`src/rtl/key_action_if.sv`:
```
// Key action bundle: debounced key levels and enable in, per-key strobes and held levels out.
interface key_action_if #(
    parameter int KEY_CNT = 8
);
    logic [KEY_CNT-1:0] keys_stable;
    logic               en;
    logic [KEY_CNT-1:0] key_pulse;
    logic [KEY_CNT-1:0] key_held;
    logic               any_press;

    modport master (
        output keys_stable, en,
        input  key_pulse, key_held, any_press
    );

    modport slave (
        input  keys_stable, en,
        output key_pulse, key_held, any_press
    );
endinterface

```
`src/rtl/key_action_gen.sv`:
```
// Per-key press/auto-repeat action generator: one strobe on press, then optional
// auto-repeat after a hold delay; keys are fully independent of each other.
module key_action_gen #(
    parameter int               CLK_FREQ    = 50_000_000,
    parameter int               KEY_CNT     = 8,
    parameter int               DELAY_MS    = 200,
    parameter int               REPEAT_MS   = 50,
    parameter logic [KEY_CNT-1:0] REPEAT_MASK = 8'b0000_0111
) (
    input  logic           clk,
    input  logic           rst,
    key_action_if.slave    bus
);
    localparam int DELAY_RAW  = CLK_FREQ / 1000 * DELAY_MS;
    localparam int REPEAT_RAW = CLK_FREQ / 1000 * REPEAT_MS;
    // Terminal counts; a zero-length period degenerates to one cycle.
    localparam logic [31:0] DELAY_LAST  = (DELAY_RAW  < 1) ? 32'd0 : 32'(DELAY_RAW  - 1);
    localparam logic [31:0] REPEAT_LAST = (REPEAT_RAW < 1) ? 32'd0 : 32'(REPEAT_RAW - 1);

    typedef enum logic [1:0] {
        IDLE,
        WAIT,
        REPEAT,
        HELD
    } key_state_e;

    key_state_e         state_q [KEY_CNT];
    key_state_e         state_d [KEY_CNT];
    logic [31:0]        cnt_q   [KEY_CNT];
    logic [31:0]        cnt_d   [KEY_CNT];
    logic [KEY_CNT-1:0] prev_keys;
    logic [KEY_CNT-1:0] pulse_d;
    logic [KEY_CNT-1:0] key_pulse_q;
    logic [KEY_CNT-1:0] key_held_q;

    // NOTE: every variable gets its default before the case, so no path can leave
    // one unassigned and infer a latch.
    always_comb begin
        pulse_d = '0;
        for (int i = 0; i < KEY_CNT; i++) begin
            state_d[i] = state_q[i];
            cnt_d[i]   = cnt_q[i];
            case (state_q[i])
                IDLE: begin
                    if (prev_keys[i] && !bus.keys_stable[i]) begin
                        state_d[i] = WAIT;
                        cnt_d[i]   = '0;
                        pulse_d[i] = 1'b1;
                    end
                end
                WAIT: begin
                    // Release is checked first so it beats a coincident terminal count.
                    if (bus.keys_stable[i]) begin
                        state_d[i] = IDLE;
                        cnt_d[i]   = '0;
                    end else if (cnt_q[i] == DELAY_LAST) begin
                        if (REPEAT_MASK[i]) begin
                            state_d[i] = REPEAT;
                            cnt_d[i]   = '0;
                            pulse_d[i] = 1'b1;
                        end else begin
                            state_d[i] = HELD;
                        end
                    end else begin
                        cnt_d[i] = cnt_q[i] + 32'd1;
                    end
                end
                REPEAT: begin
                    if (bus.keys_stable[i]) begin
                        state_d[i] = IDLE;
                        cnt_d[i]   = '0;
                    end else if (cnt_q[i] == REPEAT_LAST) begin
                        cnt_d[i]   = '0;
                        pulse_d[i] = 1'b1;
                    end else begin
                        cnt_d[i] = cnt_q[i] + 32'd1;
                    end
                end
                HELD: begin
                    if (bus.keys_stable[i]) begin
                        state_d[i] = IDLE;
                        cnt_d[i]   = '0;
                    end
                end
                default: begin
                    state_d[i] = IDLE;
                    cnt_d[i]   = '0;
                end
            endcase
        end
    end

    // NOTE: the per-key state and counter arrays are small control registers, so
    // they are reset explicitly like any other flop rather than left to RAM rules.
    always_ff @(posedge clk or posedge rst) begin
        if (rst) begin
            for (int i = 0; i < KEY_CNT; i++) begin
                state_q[i] <= IDLE;
                cnt_q[i]   <= '0;
            end
        end else begin
            for (int i = 0; i < KEY_CNT; i++) begin
                state_q[i] <= state_d[i];
                cnt_q[i]   <= cnt_d[i];
            end
        end
    end

    // Reset value of all ones lets a key held through reset count as a fresh press.
    // NOTE: sequential state uses non-blocking assignments so all flops update
    // from the same pre-edge values.
    always_ff @(posedge clk or posedge rst) begin
        if (rst) begin
            prev_keys   <= '1;
            key_pulse_q <= '0;
            key_held_q  <= '0;
        end else begin
            prev_keys   <= bus.keys_stable;
            key_pulse_q <= pulse_d & {KEY_CNT{bus.en}};
            key_held_q  <= ~bus.keys_stable;
        end
    end

    assign bus.key_pulse = key_pulse_q;
    assign bus.key_held  = key_held_q;
    assign bus.any_press = |key_pulse_q;
endmodule

```
`src/flat_wrapper.sv`:
```
// flat-port wrapper written by rule: the top's interface ports become plain ports
module key_action_gen_flat 
#(
    parameter int               CLK_FREQ    = 50_000_000,
    parameter int               KEY_CNT     = 8,
    parameter int               DELAY_MS    = 200,
    parameter int               REPEAT_MS   = 50,
    parameter logic [KEY_CNT-1:0] REPEAT_MASK = 8'b0000_0111
)
  (clk, rst, bus_keys_stable, bus_en, bus_key_pulse, bus_key_held, bus_any_press);
  key_action_if #(.KEY_CNT(KEY_CNT)) bus_i ();
  input  logic clk;
  input  logic rst;
  input wire logic [$bits(bus_i.keys_stable)-1:0] bus_keys_stable;
  input wire logic [$bits(bus_i.en)-1:0] bus_en;
  output wire logic [$bits(bus_i.key_pulse)-1:0] bus_key_pulse;
  output wire logic [$bits(bus_i.key_held)-1:0] bus_key_held;
  output wire logic [$bits(bus_i.any_press)-1:0] bus_any_press;
  assign bus_i.keys_stable = bus_keys_stable;
  assign bus_i.en = bus_en;
  assign bus_key_pulse = bus_i.key_pulse;
  assign bus_key_held = bus_i.key_held;
  assign bus_any_press = bus_i.any_press;
  key_action_gen #(.CLK_FREQ(CLK_FREQ), .KEY_CNT(KEY_CNT), .DELAY_MS(DELAY_MS), .REPEAT_MS(REPEAT_MS), .REPEAT_MASK(REPEAT_MASK)) u_core (.clk(clk), .rst(rst), .bus(bus_i));
endmodule
```
`config.mk`:
```
export PLATFORM = sky130hd
export DESIGN_NAME = key_action_gen_flat
export DESIGN_NICKNAME = d
export VERILOG_FILES = /design/src/rtl/key_action_if.sv /design/src/rtl/key_action_gen.sv /design/src/flat_wrapper.sv
export SDC_FILE = /design/constraint.sdc
export NUM_CORES = 1
export LEC_CHECK = 0
export ABC_AREA = 1
export BUFFER_PORTS_ARGS = -buffer_cell sky130_fd_sc_hd__buf_2
export CAP_MARGIN = 20
export CORE_UTILIZATION = 50
export DETAILED_ROUTE_END_ITERATION = 7
export GPL_TIMING_DRIVEN = 0
export HOLD_SLACK_MARGIN = 0.15
export PLACE_DENSITY = 0.66
export SLEW_MARGIN = 20
export SYNTH_ARGS = -nofsm -noshare
export SYNTH_HDL_FRONTEND = slang
export SYNTH_SLANG_ARGS = --single-unit
```
`constraint.sdc`:
```
create_clock -name clk -period 11.2 [get_ports clk]
set_input_delay 0 -clock clk [delete_from_list [all_inputs] [get_ports clk]]
set_output_delay 0 -clock clk [all_outputs]
set_load 0.05 [all_outputs]
```
Word-level counts from Yosys, hierarchy flattened. Cells that the tools add are included.

Word-level logic and storage cells: 289. RAM bits: 0. Output and inout port bits: 17. Register bits after elaboration: 296. Bits in latches: 0. Memory bits (read-only): 0. Memories kept: 0.

Div/mod/pow operators: 0. Equality and inequality tests: 77. Bitwise logic cells: 2. Multiplexer cells: 134. Magnitude comparators: 0. Shift operators: 0. Reductions and logical operators: 49. Add/sub/neg operators: 8. Multipliers: 0.

Operators with widths (number): 2-to-1 mux 32 bit (48); one-hot mux 32 bit (4 select lines) (8); adder 32 x 1 -> 32 bit, second input constant (8); equality test 32 x 22 -> 1 bit, second input constant (8); equality test 32 x 24 -> 1 bit, second input constant (8); 2-to-1 mux 2 bit (32); one-hot mux 2 bit (3 select lines) (8); AND reduction 3 bit (13); equality test 2 bit, second input constant (16); != test 2 x 1 -> 1 bit, second input constant (16); 2-to-1 mux 1 bit (30); != test 3 x 2 -> 1 bit, second input constant (8); equality test 2 x 1 -> 1 bit, second input constant (8); logical NOT 2 bit (8); != test 2 bit, second input constant (8); OR reduction 2 bit (8); != test 3 bit, second input constant (5); one-hot mux 1 bit (2 select lines) (5); one-hot mux 1 bit (3 select lines) (3); bitwise AND 8 bit (1); logical AND 1 bit (8); logical NOT 1 bit (8); inverter 8 bit (1); OR reduction 8 bit (1); AND reduction 2 bit (3).

Depth between registers and ports, before layout. Gate-level depths: netlist (run 1).

Depth after elaboration: 5. Gate-level depth with buffers: 13. Depth with buffers taken out: 12.

Least setup slack after synthesis (run 1). Ideal clock, no wire load.

Path type: register to register. From: register u_core.state_q[9] in the netlist's numbering. To: register u_core.cnt_q[142] in the netlist's numbering. Stages on the path, launching flop included: 11. Required time: 11.073 ns. Period minus slack after synthesis: 1.837 ns. Buffers on the path: 1. Slack: 9.363 ns. Arrival: 1.710 ns. Cells stage by stage: dfrtp_1 -> inv_1 -> ha_1 -> inv_2 -> nor2_1 -> nand4_4 -> nand2_2 -> inv_2 -> buf_2 -> nand3_1 -> o21ai_0.

Word-level cells in the longest chain between the ends: 3. Elaborated cells on any way between the ends: 9. Classes of those cells: eq/ne (6); mux (1); reduce/logical (2).

RTL lines: from (decl) (RTL line key_action_gen.sv:27) `key_state_e state_q [KEY_CNT];`; from (signal, indexed assignment) (RTL line key_action_gen.sv:103) `state_q[i] <= state_d[i];`; equality test 2 x 1 -> 1 bit (tied with other cells) (RTL line key_action_gen.sv:43) `case (state_q[i])`; != test 3 bit (no line) (tied with other cells); AND reduction 3 bit (no line); to (signal, indexed assignment) (RTL line key_action_gen.sv:104) `cnt_q[i] <= cnt_d[i];`; to (decl) (RTL line key_action_gen.sv:29) `logic [31:0] cnt_q [KEY_CNT];`.

Parallel ways exist; a longest one is shown, timed or not. A chain may end at the register's enable or synchronous reset.

Worst setup path in the final report (run 1).
From: register u_core.state_q[9] in the netlist's numbering. To: register u_core.cnt_q[143] in the netlist's numbering.

The elaborated chain is that of the path after synthesis.

==> results.md, run 1 <==
- Synth top area share: 34.1%
- Mapped Avg Cell Area: 6.38 um2
- FF+latch count, synth: 296
- Die width: around 210 um
- Core Box Area: 41300 um2
- Crit Path Class: reg2reg
- Total track usage: 28.1%
- Nets@finish: between 3k and 4k
- Status: finished, final reports clean
- Synthesis warning total: 0
- Clk buf depth: 3
- Max FO, Critical Path: 10
- Static leakage: about 11 nW
- Area leader, netlist: dfrtp_1
- RSZ-0062 raised after global routing: no
- Hpwl dp: 44.9 mm
- Gp weighted congestion: 1.00
- Final period utilization: between 20% and 30%
- Post-layout worst setup margin: approximately 8.8 ns
- Port Buf Inserts: 27
- Skew final: 0.0177 ns
- Slew Viols, Final: 0
- Synth Instances: 3314
- Fin util: 56.6%
- CTS tree: done
- Minimum clock period: approximately 2.4 ns
- Critical Path RT: 11.62 ns
- Ys async rst share: 100%
- Max_cap viols: 0
- Final Setup Violations: 0
- TritonRoute pass-1 iters: 6
- Area Overhead vs Synth: 10.5%
- # rows: 74
- Mux contribution to synthesized area: 0%
- DRC viols: 0
- Reg-to-Reg Start: u_core.state_q[9]$_DFFE_PP0P_
- Synth Area in XOR/XNOR: around 2.5%
- Synth Area in Compound Gates: 4.71%
- Final TNS setup: 0 ns
- WL final: 60.1 mm
- Number of synthesized flops with an enable pin: 0
- VDD IR max: 0.000130 V
- Clk sink count: 296
- CTS root buf: clkbuf_16
- Leading cell type in the layout, fill and taps excluded: nand2_1
- Dpl cell area: 22000 um2
- CP startpoint: u_core.state_q[9]$_DFFE_PP0P_
- Setup bufs post-CTS: 0
- Hold WS: approximately 0.19 ns
- Initial antenna violation count: 0
- Overall power: 3.48 mW
- Wire per inst: 15.2 um
- Synth area leaders: dfrtp_1 34%, nand2_1 15%, nor2_1 11%
- Ys flop type: dfrtp_1
- Min-delay src: bus_keys_stable[4]
- Most frequent cells in the layout: 871 x nand2_1, 631 x nor2_1, 437 x inv_1, 337 x nand3_1, 288 x dfrtp_1
- Fin. Hold Viols: 0
- Largest net degree at the start of global routing: 108
- Slew @ Worst Pin: 0.941 ns
- Inst Count DP: around 3.9k
- Netlist Area Pre-Place: about 21000 um2
- Setup Slack @ Placement: 8.81 ns
- Yosys cell types: 48
- Relative slew slack: 36.7%
- Final instance area: between 20000 and 25000 um2
- DR vias: 21.7k
- CTS Buf Count: 36
- Die extent in y: 208 um
- Detail Route Antenna Nets: 0
- Synth Net Count: 3370
- Max Freq: about 410 MHz
- Drt first-iter violations: 1983
- CTS H-Tree Depth: 2
- Adder-Cell Fraction of Synth Area: around 2.7%
- Fillers: 4175
- Seq/Total Area, Yosys: a little over a third
- CTS clock-pin slew for the worst setup and hold paths: 0.06 ns
- Worst EP arrival: between 2 and 3 ns
- Initial Util: 51.2%
- Post-route insts no fill: 3958
- Setup crit end kind: flop
- Via/cell ratio: 5.49
- Largest family of logic cells by synthesized area: simple AND/OR/NAND/NOR gates
- Io pins: 28
- Synth Area in Simple Gates: between 40 and 50%
- Setup crit start kind: flop
- Vias in the first global route: 20.6k
- Ant diodes: 0
- Global-route wire length before repair: between 100 and 150 mm
- Hold/Removal Path Class: in2reg
- Fraction of layout cells with a size suffix above 1: 5.81%
- Clock Latency Late Sink: roughly 0.56 ns
- Overflow after GRT: 0
- Die area: 43100 um2
- Pwr/cell area: 149 nW/um2
-- logic make-up (layout without fill, tap and decap cells) --
group                      after synthesis  after routing
DFF                                    296            296
adders and majority gates               45             45
xor gates and xnor gates                60             60
buffers and inverters                  531            643
and+or+nand+nor                       2204           2204
AOI/OAI and AO/OA                      178            178
-- per-layer routing --
metal | wire [um] | GRT usage [%] | vias up | share of wire, %
li1 | - | - | 10789 | -
met1 | 27600 | 38.7 | 10144 | 46
met4 | 1640 | 10.3 | 0 | 2.7
met2 | 27100 | 45.4 | 699 | 45
met5 | 0 | 0 | - | 0
met3 | 3680 | 3.30 | 115 | 6.1
-- cell type report --
class,count,area (um2),area share [%]
plain buffers,76,399,1.71
clock buffers,51,1040,4.44
multi-input cells,2487,11600,49.8
well taps,532,666,2.85
flip-flops and latches,296,7420,31.7
clock inverters,14,135,0.578
repair buffers,47,370,1.58
inverters,455,1720,7.35
-- repair_timing --
action	CTS	global route
hold endpoints to repair	210	0
gates resized for setup	0	0
hold buffers	18	0
-- state kept, by name (all words and copies together) (netlist names) --
name	count
u_core.cnt_q	256
u_core.prev_keys	8
u_core.state_q	16
u_core.bus.key_held	8
u_core.bus.key_pulse	8
-- report_power, final --
| part | leakage (nW) | total [mW] | switching (mW) | internal, mW |
|---|---|---|---|---|
| Sequential | 4.06 | 1.17 | 0.0500 | 1.12 |
| Clock | 0.586 | 1.17 | 0.479 | 0.695 |
| Combinational | 6.00 | 1.14 | 0.866 | 0.272 |
| Total | 10.6 | 3.48 | 1.40 | 2.08 |
-- Yosys cell counts, drive strengths merged, types with 8 or more instances --
master and number:
a21oi 54, buf 53, clkbuf 23, dfrtp 288, dfstp 8, ha 45, inv 453, nand2 888
nand3 339, nand3b 11, nand4 164, nor2 646, nor3 129, nor4 19, o21ai 92, xnor2 10
xor2 50
-- critical path, stage by stage (launching register included) --
cell and delay, ns:
dfrtp_1 0.41, inv_1 0.09, ha_1 0.34, inv_2 0.17, nor2_1 0.34, nand4_4 0.23, nand2_2 0.16, inv_2 0.12
buf_2 0.24, nand3_1 0.12, o21ai_0 0.09
-- final timing paths --
kind | slack, ns | to | depth (start not counted)
setup reg to reg | 8.75 | u_core.cnt_q[143]$_DFFE_PP0P_ | 10
hold / removal | 0.19 | u_core.prev_keys[4]$_DFF_PP1_ | 2
hold reg to reg | 0.52 | u_core.cnt_q[193]$_DFFE_PP0P_ | 2
max in group asynchronous | 9.04 | u_core.prev_keys[0]$_DFF_PP1_ | 6
setup / recovery | 8.75 | u_core.cnt_q[143]$_DFFE_PP0P_ | 10
min in group asynchronous | 0.73 | u_core.cnt_q[5]$_DFFE_PP0P_ | 4
(Power assumes the default switching activity.)
==> inputs of run 2 (changes only) <==
PLACE_DENSITY = 0.68   (was 0.66)
clock period = 2.02 ns   (was 11.2 ns; I/O delays follow)
==> run 2 against run 1 <==
Net effect: final area grew 7.5%; register-to-register slack lost 8.7 ns; clock skew is 0.00058 ns higher; core utilization is 4.2 points higher; sequential share of layout area shrank 2.2 points; worst setup slack got worse by 8.7 ns; via count rose by 1.5%; global-route usage increased by 0.84 points; routed wire length increased by 5.0%; critical path type unchanged; largest power group is now combinational logic; highest routed layer unchanged.
==> results.md, run 2 (synthesized netlist as in run 1, its figures left out) <==
- Fillers: 3925
- Leading cell type in the layout, fill and taps excluded: nand2_1
- Most frequent cells in the layout: 848 x nand2_1, 585 x nor2_1, 429 x inv_1, 330 x nand3_1, 278 x dfrtp_1
- Comb pwr share: a little under two fifths
- Met1 Use GR: about two fifths
- CTS tree: done
- M3 GR Usage: under 10%
- P_int: 13.6 mW
- # rows: 74
- DR vias: 22.1k
- Static leakage: about 11 nW
- Critical Path RT: about 2.5 ns
- CP startpoint: u_core.cnt_q[1]$_DFFE_PP0P_
- Hold/Removal Path Class: in2reg
- Io pins: 28
- TritonRoute pass-1 iters: 5
- Die width: 208 um
- DRC viols: 0
- Reg-to-reg critical path endpoint: u_core.cnt_q[0]$_DFFE_PP0P_
- Clk buf depth: 3
- Gr busiest metal: met2
- CTS H-Tree Depth: 2
- Most flops, register: u_core.cnt_q
- Regs by FF count: u_core.cnt_q (256), u_core.state_q (16)
- R2r setup slk: a little over 0.06 ns
- Clk sink count: 296
- CTS root buf: clkbuf_16
- Total track usage: 28.9%
- CTS clock-pin slew for the worst setup and hold paths: 0.06 ns
- R2R depth: 11
- Sw Pwr: around 8.5 mW
- Clock network power share: about a third
- Sequential power share: 29.3%
- Hold path cells: 2
- Gp weighted congestion: 0.960
- Die extent in y: 208 um
- Vias in the first global route: 20.7k
- Worst EP arrival: about 2.4 ns
- Relative slew slack: 56.7%
- WL final: ~63 mm
- Port Buf Inserts: 27
- Max_cap viols: 0
- Max reg flops: 256
- Hpwl dp: 45.3 mm
- Hold endpoint: u_core.prev_keys[7]$_DFF_PP1_
- VDD IR max: between 0.0007 and 0.0008 V
- Pwr/cell area: approximately 880 nW/um2
- Sw frac: 38.4%
- Fin. Hold Viols: 0
- Slew @ Worst Pin: 0.648 ns
- Drt first-iter violations: between 1.5k and 2k
- Setup crit end kind: flop
- Max FO, Critical Path: 7
- Initial Util: 51.2%
- Fraction of layout cells with a size suffix above 1: 12.3%
- Area Overhead vs Synth: 18.7%
- Skew final: about 0.018 ns
- Max Freq: 510 MHz
- Wire per inst: 15.6 um
- Hold WS: 0.192 ns
- Core Box Area: 41300 um2
- Nets@finish: approximately 3.5k
- Clock Latency Late Sink: 0.56 ns
- Minimum clock period: ~2.0 ns
- RSZ-0062 raised after global routing: yes
- Final Setup Violations: 0
- Overflow after GRT: 0
- CTS Buf Count: 37
- Reg-to-Reg Start: u_core.cnt_q[1]$_DFFE_PP0P_
- Final period utilization: a little over nine tenths
- Status: finished, final reports clean
- Detail Route Antenna Nets: 0
- Post-layout worst setup margin: about 0.06 ns
- Grt met2 use: 46.7%
- Die area: 43100 um2
- Initial antenna violation count: 2
- Slew Viols, Final: 0
- Setup crit start kind: flop
- Min-delay src: bus_keys_stable[7]
- Global-route wire length before repair: ~100 mm
- Crit Path Class: reg2reg
- Via/cell ratio: 5.45
- Largest net degree at the start of global routing: 35
- Setup Slack @ Placement: -0.302 ns
## run 2: stage by stage
step	TNS (ns)	power [mW]	cells	utilization, %	area [um2]
finish	0	22.1	4052	60.8	25100
floorplan	-555.34	10.8	3314	-	21200
global route	-2.66	23.2	4052	60.8	25100
global placement	-1150.89	12.7	3873	53.2	22000
detailed placement	-38.57	12.9	3882	53.6	22100
CTS	0	20.8	3996	58.2	24000
## run 2: final cells by class
class / instances / area [um2] / area share, %
multi-input cells: 2487 / 12200 / 48.7
clock buffers: 58 / 1130 / 4.49
well taps: 532 / 666 / 2.65
repair inverters: 1 / 5.00 / 0.0199
clock inverters: 10 / 204 / 0.812
plain buffers: 75 / 520 / 2.07
repair buffers: 137 / 1180 / 4.69
flip-flops and latches: 296 / 7430 / 29.6
diodes: 1 / 2.50 / 0.00996
inverters: 455 / 1760 / 6.99
## run 2: how the worst max path moves through the flow
stage / end / cells after the start / slack [ns]
after global routing: u_core.cnt_q[185]$_DFFE_PP0P_ / 12 / -0.09
after detailed placement: u_core.cnt_q[137]$_DFFE_PP0P_ / 10 / -0.30
after CTS: u_core.cnt_q[27]$_DFFE_PP0P_ / 10 / 0.0006
final: u_core.cnt_q[0]$_DFFE_PP0P_ / 11 / 0.06
after global placement: u_core.cnt_q[224]$_DFFE_PP0P_ / 2 / -3.85
after floorplan: u_core.bus.key_held[0]$_DFF_PP0_ / 1 / -1.90
## run 2: metal layers
layer	wire length [um]	vias to the layer above	share of wire [%]
li1	-	10967	-
met1	29000	10276	46
met2	28800	701	46
met3	3640	128	5.8
met4	1680	0	2.7
met5	0	-	0
## run 2: timing repair
action	4_1_cts	5_1_grt
gates resized for setup	51	216
cloned	0	5
hold buffers	17	0
endpoints found under the hold margin	208	0
pin swaps	10	38
setup buffers	29	51
setup endpoints to repair	238	252
## run 2: worst max-delay path: stages (launching register included)
cell      delay, ns
dfrtp_1        0.39
ha_2           0.23
nand2_4        0.07
nor2_4         0.16
nand4_1        0.13
nor2_2         0.19
nand3_4        0.15
nand2_8        0.14
clkinv_8       0.10
buf_8          0.15
nand4_1        0.07
nand2_1        0.05
## run 2: power by group through the flow
stage	Sequential [mW]	Combinational (mW)	Clock [mW]
2_1_floorplan	6.59	4.21	0
3_3_place_gp	6.56	6.15	0
3_5_place_dp	6.57	6.31	0
4_1_cts	6.45	6.92	7.47
5_1_grt	6.50	9.00	7.70
6_report	6.47	8.32	7.28
